<file path="src/rtl/rs_alu.sv">
// -----------------------------------------------------------------------------
// rs_alu -- ALU reservation station
//
// Holds decoded ALU/branch/jump ops from dispatch until both source operands are
// valid. Operands are captured from the ALU and LSB result broadcast buses
// (wakeup), or from the buses during the dispatch cycle itself (bypass). At most
// one ready op issues per cycle, the lowest-index ready entry, into a set of
// registered outputs that feed the combinational execute unit.
//
// Ports
//   clk_in, rst_in          clock, asynchronous active-high reset
//   rdy_in                  global ready; 0 stalls dispatch and issue
//   clear_in                synchronous mispredict flush
//   disp_*                  dispatch request and decoded op fields
//   full_out                every entry busy (combinational)
//   alu_cdb_*, lsb_cdb_*    result broadcast buses (valid, tag, data)
//   op_type_ex ...          registered issue outputs; op_type_ex = 0 means NOP
//   tag_in_rob              destination ROB tag of the issued op
// -----------------------------------------------------------------------------
module rs_alu #(
  parameter int DEPTH  = 16,
  parameter int IDX_W  = 4,
  parameter int OP_W   = 6,
  parameter int DATA_W = 32,
  parameter int TAG_W  = 4
) (
  input  logic              clk_in,
  input  logic              rst_in,
  input  logic              rdy_in,
  input  logic              clear_in,
  // dispatch
  input  logic              disp_valid,
  input  logic [OP_W-1:0]   disp_op,
  input  logic [DATA_W-1:0] disp_vj,
  input  logic [DATA_W-1:0] disp_vk,
  input  logic              disp_rdyj,
  input  logic              disp_rdyk,
  input  logic [TAG_W-1:0]  disp_qj,
  input  logic [TAG_W-1:0]  disp_qk,
  input  logic [DATA_W-1:0] disp_imm,
  input  logic [DATA_W-1:0] disp_pc,
  input  logic [TAG_W-1:0]  disp_tag,
  output logic              full_out,
  // result broadcast buses
  input  logic              alu_cdb_valid,
  input  logic [TAG_W-1:0]  alu_cdb_tag,
  input  logic [DATA_W-1:0] alu_cdb_data,
  input  logic              lsb_cdb_valid,
  input  logic [TAG_W-1:0]  lsb_cdb_tag,
  input  logic [DATA_W-1:0] lsb_cdb_data,
  // issue to execute
  output logic [OP_W-1:0]   op_type_ex,
  output logic [DATA_W-1:0] data_rs1_ex,
  output logic [DATA_W-1:0] data_rs2_ex,
  output logic [DATA_W-1:0] imm_ex,
  output logic [DATA_W-1:0] pc_ex,
  output logic [TAG_W-1:0]  tag_in_rob
);

  localparam logic [OP_W-1:0] OP_NOP = '0;

  // Result of looking a producer tag up on both broadcast buses.
  typedef struct packed {
    logic              hit;
    logic [DATA_W-1:0] data;
  } snoop_t;

  // ---------------------------------------------------------------------------
  // Entry storage
  // ---------------------------------------------------------------------------
  logic [DEPTH-1:0]  busy_q, busy_d;
  logic [DEPTH-1:0]  rdyj_q, rdyj_d;
  logic [DEPTH-1:0]  rdyk_q, rdyk_d;
  logic [OP_W-1:0]   op_q   [DEPTH];
  logic [OP_W-1:0]   op_d   [DEPTH];
  logic [DATA_W-1:0] vj_q   [DEPTH];
  logic [DATA_W-1:0] vj_d   [DEPTH];
  logic [DATA_W-1:0] vk_q   [DEPTH];
  logic [DATA_W-1:0] vk_d   [DEPTH];
  logic [TAG_W-1:0]  qj_q   [DEPTH];
  logic [TAG_W-1:0]  qj_d   [DEPTH];
  logic [TAG_W-1:0]  qk_q   [DEPTH];
  logic [TAG_W-1:0]  qk_d   [DEPTH];
  logic [DATA_W-1:0] imm_q  [DEPTH];
  logic [DATA_W-1:0] imm_d  [DEPTH];
  logic [DATA_W-1:0] pc_q   [DEPTH];
  logic [DATA_W-1:0] pc_d   [DEPTH];
  logic [TAG_W-1:0]  tag_q  [DEPTH];
  logic [TAG_W-1:0]  tag_d  [DEPTH];

  // Issue output registers
  logic [OP_W-1:0]   op_ex_q,  op_ex_d;
  logic [DATA_W-1:0] rs1_ex_q, rs1_ex_d;
  logic [DATA_W-1:0] rs2_ex_q, rs2_ex_d;
  logic [DATA_W-1:0] imm_ex_q, imm_ex_d;
  logic [DATA_W-1:0] pc_ex_q,  pc_ex_d;
  logic [TAG_W-1:0]  tag_ex_q, tag_ex_d;

  // Selection and control
  logic [DEPTH-1:0]  ready_vec;
  logic              issue_valid;
  logic [IDX_W-1:0]  issue_idx;
  logic [IDX_W-1:0]  free_idx;
  logic              run;
  logic              issue_fire;
  logic              disp_fire;

  // ALU bus wins when both buses carry the same tag; that case cannot occur
  // with a legal ROB, the ordering just keeps the result deterministic.
  function automatic snoop_t snoop(input logic [TAG_W-1:0] q);
    snoop_t s;
    s.hit  = 1'b0;
    s.data = '0;
    if (alu_cdb_valid && alu_cdb_tag == q) begin
      s.hit  = 1'b1;
      s.data = alu_cdb_data;
    end else if (lsb_cdb_valid && lsb_cdb_tag == q) begin
      s.hit  = 1'b1;
      s.data = lsb_cdb_data;
    end
    return s;
  endfunction

  // ---------------------------------------------------------------------------
  // Selection: readiness is taken from registered state only, so an operand
  // captured this cycle makes its entry eligible on the next edge.
  // ---------------------------------------------------------------------------
  assign ready_vec   = busy_q & rdyj_q & rdyk_q;
  assign issue_valid = |ready_vec;
  assign full_out    = &busy_q;

  // Scanning from the top down leaves the lowest matching index in place.
  always_comb begin
    issue_idx = '0;
    free_idx  = '0;
    for (int i = DEPTH - 1; i >= 0; i--) begin
      if (ready_vec[i]) issue_idx = IDX_W'(i);
      if (!busy_q[i])   free_idx  = IDX_W'(i);
    end
  end

  // Flush beats stall, stall beats normal operation.
  assign run        = rdy_in & ~clear_in;
  assign issue_fire = run & issue_valid;
  // full_out reflects registered occupancy; a slot freed by this cycle's issue
  // is not offered to dispatch until the next cycle.
  assign disp_fire  = run & disp_valid & ~full_out;

  // ---------------------------------------------------------------------------
  // Entry next-state
  // ---------------------------------------------------------------------------
  always_comb begin
    snoop_t sj;
    snoop_t sk;
    // NOTE: every variable driven in a combinational block gets a default
    // before any conditional code, so no path leaves it unassigned (no latch).
    sj     = '0;
    sk     = '0;
    busy_d = busy_q;
    rdyj_d = rdyj_q;
    rdyk_d = rdyk_q;
    op_d   = op_q;
    vj_d   = vj_q;
    vk_d   = vk_q;
    qj_d   = qj_q;
    qk_d   = qk_q;
    imm_d  = imm_q;
    pc_d   = pc_q;
    tag_d  = tag_q;

    // Wakeup runs even while stalled so a broadcast is never lost.
    for (int i = 0; i < DEPTH; i++) begin
      sj = snoop(qj_q[i]);
      sk = snoop(qk_q[i]);
      if (busy_q[i] && !rdyj_q[i] && sj.hit) begin
        vj_d[i]   = sj.data;
        rdyj_d[i] = 1'b1;
      end
      if (busy_q[i] && !rdyk_q[i] && sk.hit) begin
        vk_d[i]   = sk.data;
        rdyk_d[i] = 1'b1;
      end
    end

    if (clear_in) begin
      busy_d = '0;
    end else begin
      if (issue_fire) busy_d[issue_idx] = 1'b0;
      if (disp_fire) begin
        // The dispatch slot was free at cycle start, so it never collides
        // with the issuing entry or with a wakeup above.
        sj                = snoop(disp_qj);
        sk                = snoop(disp_qk);
        busy_d[free_idx]  = 1'b1;
        op_d[free_idx]    = disp_op;
        qj_d[free_idx]    = disp_qj;
        qk_d[free_idx]    = disp_qk;
        imm_d[free_idx]   = disp_imm;
        pc_d[free_idx]    = disp_pc;
        tag_d[free_idx]   = disp_tag;
        vj_d[free_idx]    = disp_vj;
        rdyj_d[free_idx]  = disp_rdyj;
        vk_d[free_idx]    = disp_vk;
        rdyk_d[free_idx]  = disp_rdyk;
        // Bypass: the producer is broadcasting in the very cycle we dispatch.
        if (!disp_rdyj && sj.hit) begin
          vj_d[free_idx]   = sj.data;
          rdyj_d[free_idx] = 1'b1;
        end
        if (!disp_rdyk && sk.hit) begin
          vk_d[free_idx]   = sk.data;
          rdyk_d[free_idx] = 1'b1;
        end
      end
    end
  end

  // ---------------------------------------------------------------------------
  // Issue output next-state: NOP unless an entry issues; data fields hold.
  // ---------------------------------------------------------------------------
  always_comb begin
    op_ex_d  = OP_NOP;
    rs1_ex_d = rs1_ex_q;
    rs2_ex_d = rs2_ex_q;
    imm_ex_d = imm_ex_q;
    pc_ex_d  = pc_ex_q;
    tag_ex_d = tag_ex_q;
    if (issue_fire) begin
      op_ex_d  = op_q[issue_idx];
      rs1_ex_d = vj_q[issue_idx];
      rs2_ex_d = vk_q[issue_idx];
      imm_ex_d = imm_q[issue_idx];
      pc_ex_d  = pc_q[issue_idx];
      tag_ex_d = tag_q[issue_idx];
    end
  end

  // ---------------------------------------------------------------------------
  // Registers
  // ---------------------------------------------------------------------------
  // NOTE: sequential state uses non-blocking assignments so every flop samples
  // pre-edge values regardless of statement order.
  always_ff @(posedge clk_in or posedge rst_in) begin
    if (rst_in) begin
      busy_q   <= '0;
      op_ex_q  <= OP_NOP;
      rs1_ex_q <= '0;
      rs2_ex_q <= '0;
      imm_ex_q <= '0;
      pc_ex_q  <= '0;
      tag_ex_q <= '0;
    end else begin
      busy_q   <= busy_d;
      op_ex_q  <= op_ex_d;
      rs1_ex_q <= rs1_ex_d;
      rs2_ex_q <= rs2_ex_d;
      imm_ex_q <= imm_ex_d;
      pc_ex_q  <= pc_ex_d;
      tag_ex_q <= tag_ex_d;
    end
  end

  // NOTE: entry payload is only ever read through a busy bit, so the storage
  // array carries no reset; clearing busy is enough to empty the station.
  always_ff @(posedge clk_in) begin
    rdyj_q <= rdyj_d;
    rdyk_q <= rdyk_d;
    op_q   <= op_d;
    vj_q   <= vj_d;
    vk_q   <= vk_d;
    qj_q   <= qj_d;
    qk_q   <= qk_d;
    imm_q  <= imm_d;
    pc_q   <= pc_d;
    tag_q  <= tag_d;
  end

  assign op_type_ex  = op_ex_q;
  assign data_rs1_ex = rs1_ex_q;
  assign data_rs2_ex = rs2_ex_q;
  assign imm_ex      = imm_ex_q;
  assign pc_ex       = pc_ex_q;
  assign tag_in_rob  = tag_ex_q;

endmodule
</file>
<file path="config.mk">
export PLATFORM = sky130hd
export DESIGN_NAME = rs_alu
export DESIGN_NICKNAME = d
export VERILOG_FILES = /design/src/rtl/rs_alu.sv
export SDC_FILE = /design/constraint.sdc
export NUM_CORES = 2
export LEC_CHECK = 0
export BUFFER_PORTS_ARGS = -buffer_cell sky130_fd_sc_hd__buf_2
export CAP_MARGIN = 20
export CORE_UTILIZATION = 50
export DETAILED_ROUTE_END_ITERATION = 8
export PLACE_DENSITY = 0.63
export SLEW_MARGIN = 20
export SYNTH_ARGS = -nofsm -noshare
export SYNTH_HDL_FRONTEND = slang
export SYNTH_SLANG_ARGS = --single-unit
</file>
<file path="constraint.sdc">
create_clock -name clk_in -period 12.1 [get_ports clk_in]
set_input_delay 0.605 -clock clk_in [delete_from_list [all_inputs] [get_ports clk_in]]
set_output_delay 0.605 -clock clk_in [all_outputs]
set_load 0.01 [all_outputs]
</file>
==> results.cfg <==
[timing]
slew_violations = 0
period_needed_ps = 5480
tightest_slew_ps = 1290
max_freq_mhz = 183
hold_slack_ps = 43.9
fin_ws_ps = 6620
final_hold_viol_count = 0
tns_ps = 0
period_share_pct = 45.3
skew_ps = 56.3
rsz0062_at_grt = no
setup_viol = 0
relSlewSlack_pct = 14.3

[yosys]
ys_warn_count = 0
synth_mux_area_share_pct = 15.2
synth-xor-area-share_pct = 2.02
synth-simple-area-share_pct = 7.67
synthTopCellsByArea = edfxtp_1 (33%), dfxtp_1 (18%), mux2i_1 (15%)
synth_flop_cell = edfxtp_1
postSynthCellCount = 10991
synth_top_area_share_pct = 33.4
yosysMostFrequentCell = mux2i_1
synth_area_mm2 = 0.118
yosys.area.top_type = edfxtp_1
synth-edff-count = 1312
synth_cell_type_count = 61
synthArstFlopShare_pct = 6.11
synth_top_family_by_area = compound AO/OA/AOI/OAI gates
synth-seq-cells = 2522
synth_fa_ha_area_share_pct = 0
ys_seq_area_share_pct = 54.7
synth_common_cells = mux2i_1 (1768), edfxtp_1 (1312), nand2_1 (1063), dfxtp_1 (1056), clkbuf_1 (915)
syn_avg_cell_area_um2 = 10.7
syn_nets = 11218
synth_compound_area_share_pct = 16.4

[global_route]
grt_pass1_wl_mm = 664
track_usage_pct = 38.7
grt_antenna_before_repair = 44
grt_pass1_vias = 92182
overflow = 0
grt_max_degree = 119

[clock_network]
post_cts_resized = 0
cts_sinks = 2522
path_clk_slew_ps = 70
clk_latency_ps = 970
ctsLongestPathBuffers = 4
h-tree-depth = 5
numCtsBuffers = 285
cts-root-buf = clkbuf_16
cts_tree = done

[min_path]
worstHoldPathType = primary input to register
min_to = imm_q[494]
hold_path.startpoint = disp_imm[14]
holdPathStages = 1

[critical_path]
worstPathCellList = nand3_1 -> nand4_1 -> nor3_1 -> and2_2 -> buf_4 -> nor3b_2 -> buf_4 -> buf_4 -> a222oi_1 -> o2111ai_1 -> o22a_1
cp-end-kind = register
cp_max_fo = 49
critical_path_class = register to register
start_kind = register
required_ps = 12970
r2r_start = busy_q[2]
slowest_stage = buf_4
cpMostUsedCell = buf_4
rrSetupSlack_ps = 6620
reg2reg_depth = 11
worstReg2RegEnd = data_rs1_ex[22]
slowest_delay_ps = 960
arrival_ps = 6340

[route]
routed-wl-met3_mm = 59.3
dr_wl_met2_mm = 203
first_pass_iters = 9
route.detailed.drc = 1
met1_length_mm = 179
ant_nets = 0
dr.first_iter.drc_count = 14238
highest_layer = met5
wl_per_cell_um = 33.5
vias = 96507
drt-total-wl_mm = 474
vias_per_cell = 6.83

[finish]
drive_gt1_share_pct = 11.0
fin_area_mm2 = 0.131
fillers = 19672
layout.cells.non_filler = 14137
synthToLayoutAreaGrowth_pct = 11.6
nets = 11010

[placed_design]
gp_congestion = 0.928
place_inst = 13575
dpl.hpwl_mm = 248
port_buffers = 365
postPlaceCellArea_mm2 = 0.122
pre_cts_slack_ps = 7070

[outcome]
violations = DRC
status = complete, but fails checks

[floorplanning]
die_w_um = 487
initial_utilization_pct = 50.5
num_rows = 177
die_h_um = 487
core_mm2 = 0.233
dieArea_mm2 = 0.238
io_pins = 366

[pwr]
p_per_area_mw_per_mm2 = 153
p_leak_nw = 45.3
irDropWorstVdd_mv = 0.160

[run]
maxCapViolCount = 0
cells in the final DEF (no fill, tap or decap), types with 24 or more instances in the layout:
cell type and n:
clkinv_2 32, nor4_2 24, buf_4 250, dfrtp_1 154
a222oi_1 77, a31oi_1 36, clkbuf_8 46, a2111oi_0 81
a221oi_1 48, o2bb2ai_1 26, nand3_1 26, nor4_1 46
o21ai_0 714, dlygate4sd3_1 53, dfxtp_1 1056, a22o_1 272
nor3_1 92, buf_2 366, o211ai_1 355, mux2i_1 1768
clkbuf_16 293, nor2_1 798, xor2_1 204, a21oi_1 869
edfxtp_1 1312, nand2_1 1061, o22ai_1 45, xnor2_1 68
a22oi_1 252, o22a_1 73, clkbuf_1 79
timing repair:
| item | CTS | global route |
|---|---|---|
| setup buffers | 0 | 0 |
| hold endpoints to repair | 750 | 0 |
| hold buffers | 53 | 0 |
power breakdown:
part / total, mW / internal [mW] / switching, mW
Clock: 8.45 / 4.93 / 3.52
Combinational: 1.80 / 0.667 / 1.13
Sequential: 9.83 / 9.38 / 0.448
worst max-delay path by stage:
stage / start / endpoint / slack (ps) / depth (start not counted)
global placement: busy_q[11] / data_rs2_ex[5] / 7210 / 11
global route: busy_q[2] / data_rs1_ex[22] / 6720 / 11
detailed placement: busy_q[2] / data_rs1_ex[22] / 7070 / 11
floorplan: busy_q[15] / imm_q[192] / 4300 / 10
finish: busy_q[2] / data_rs1_ex[22] / 6620 / 11
CTS: busy_q[2] / data_rs1_ex[22] / 7020 / 11
flip-flops by register name, indices dropped and copies added (netlist names):
| signal | cells |
|---|---|
| busy_q | 16 |
| data_rs1_ex | 32 |
| data_rs2_ex | 32 |
| imm_ex | 32 |
| imm_q | 512 |
| op_q | 96 |
| op_type_ex | 6 |
| pc_ex | 32 |
| pc_q | 512 |
| qj_q | 64 |
| qk_q | 64 |
| rdyj_q | 16 |
| rdyk_q | 16 |
| tag_in_rob | 4 |
| tag_q | 64 |
| vj_q | 512 |
| vk_q | 512 |
routing by layer:
layer | vias to the layer above | track usage (%)
met4 | 44 | 24.1
met2 | 7069 | 57.7
met1 | 47484 | 49.6
li1 | 40077 | -
met3 | 1833 | 10.6
met5 | - | 0
logic make-up after synthesis:
group,count (synthesis)
AO/OA/AOI/OAI,3005
flip-flops,2522
AND/OR/NAND/NOR,2209
multiplexers,1791
buffers and inverters,1192
XOR/XNOR,272
worst max-delay path: cells and delay by family, from the launching register on:
kind | cells | cell delay (ps)
buf+inv | 3 | 2010
flops | 1 | 490
simple gates | 5 | 2130
compound gates | 3 | 610
through the flow:
| stage | utilization [%] | power (mW) |
|---|---|---|
| final | 56.3 | 20.1 |
| after global routing | 56.3 | 20.6 |
| after CTS | 56.3 | 20.0 |
| after detailed placement | 52.2 | 11.7 |
| after global placement | 52.1 | 11.7 |
| after floorplan | - | 10.7 |
final cells by class:
| cell class | instances | area [um2] | share of cell area (%) |
|---|---|---|---|
| diodes | 18 | 45.0 | 0.0343 |
| clock buffers | 418 | 8260 | 6.28 |
| clock inverters | 73 | 646 | 0.491 |
| inverters | 19 | 98.8 | 0.0752 |
| multi-input cells | 7277 | 49700 | 37.8 |
| flip-flops and latches | 2522 | 64400 | 49.0 |
| well taps | 3132 | 3920 | 2.98 |
| repair buffers | 678 | 4430 | 3.37 |
No activity file was read; power rests on OpenSTA's default activity.
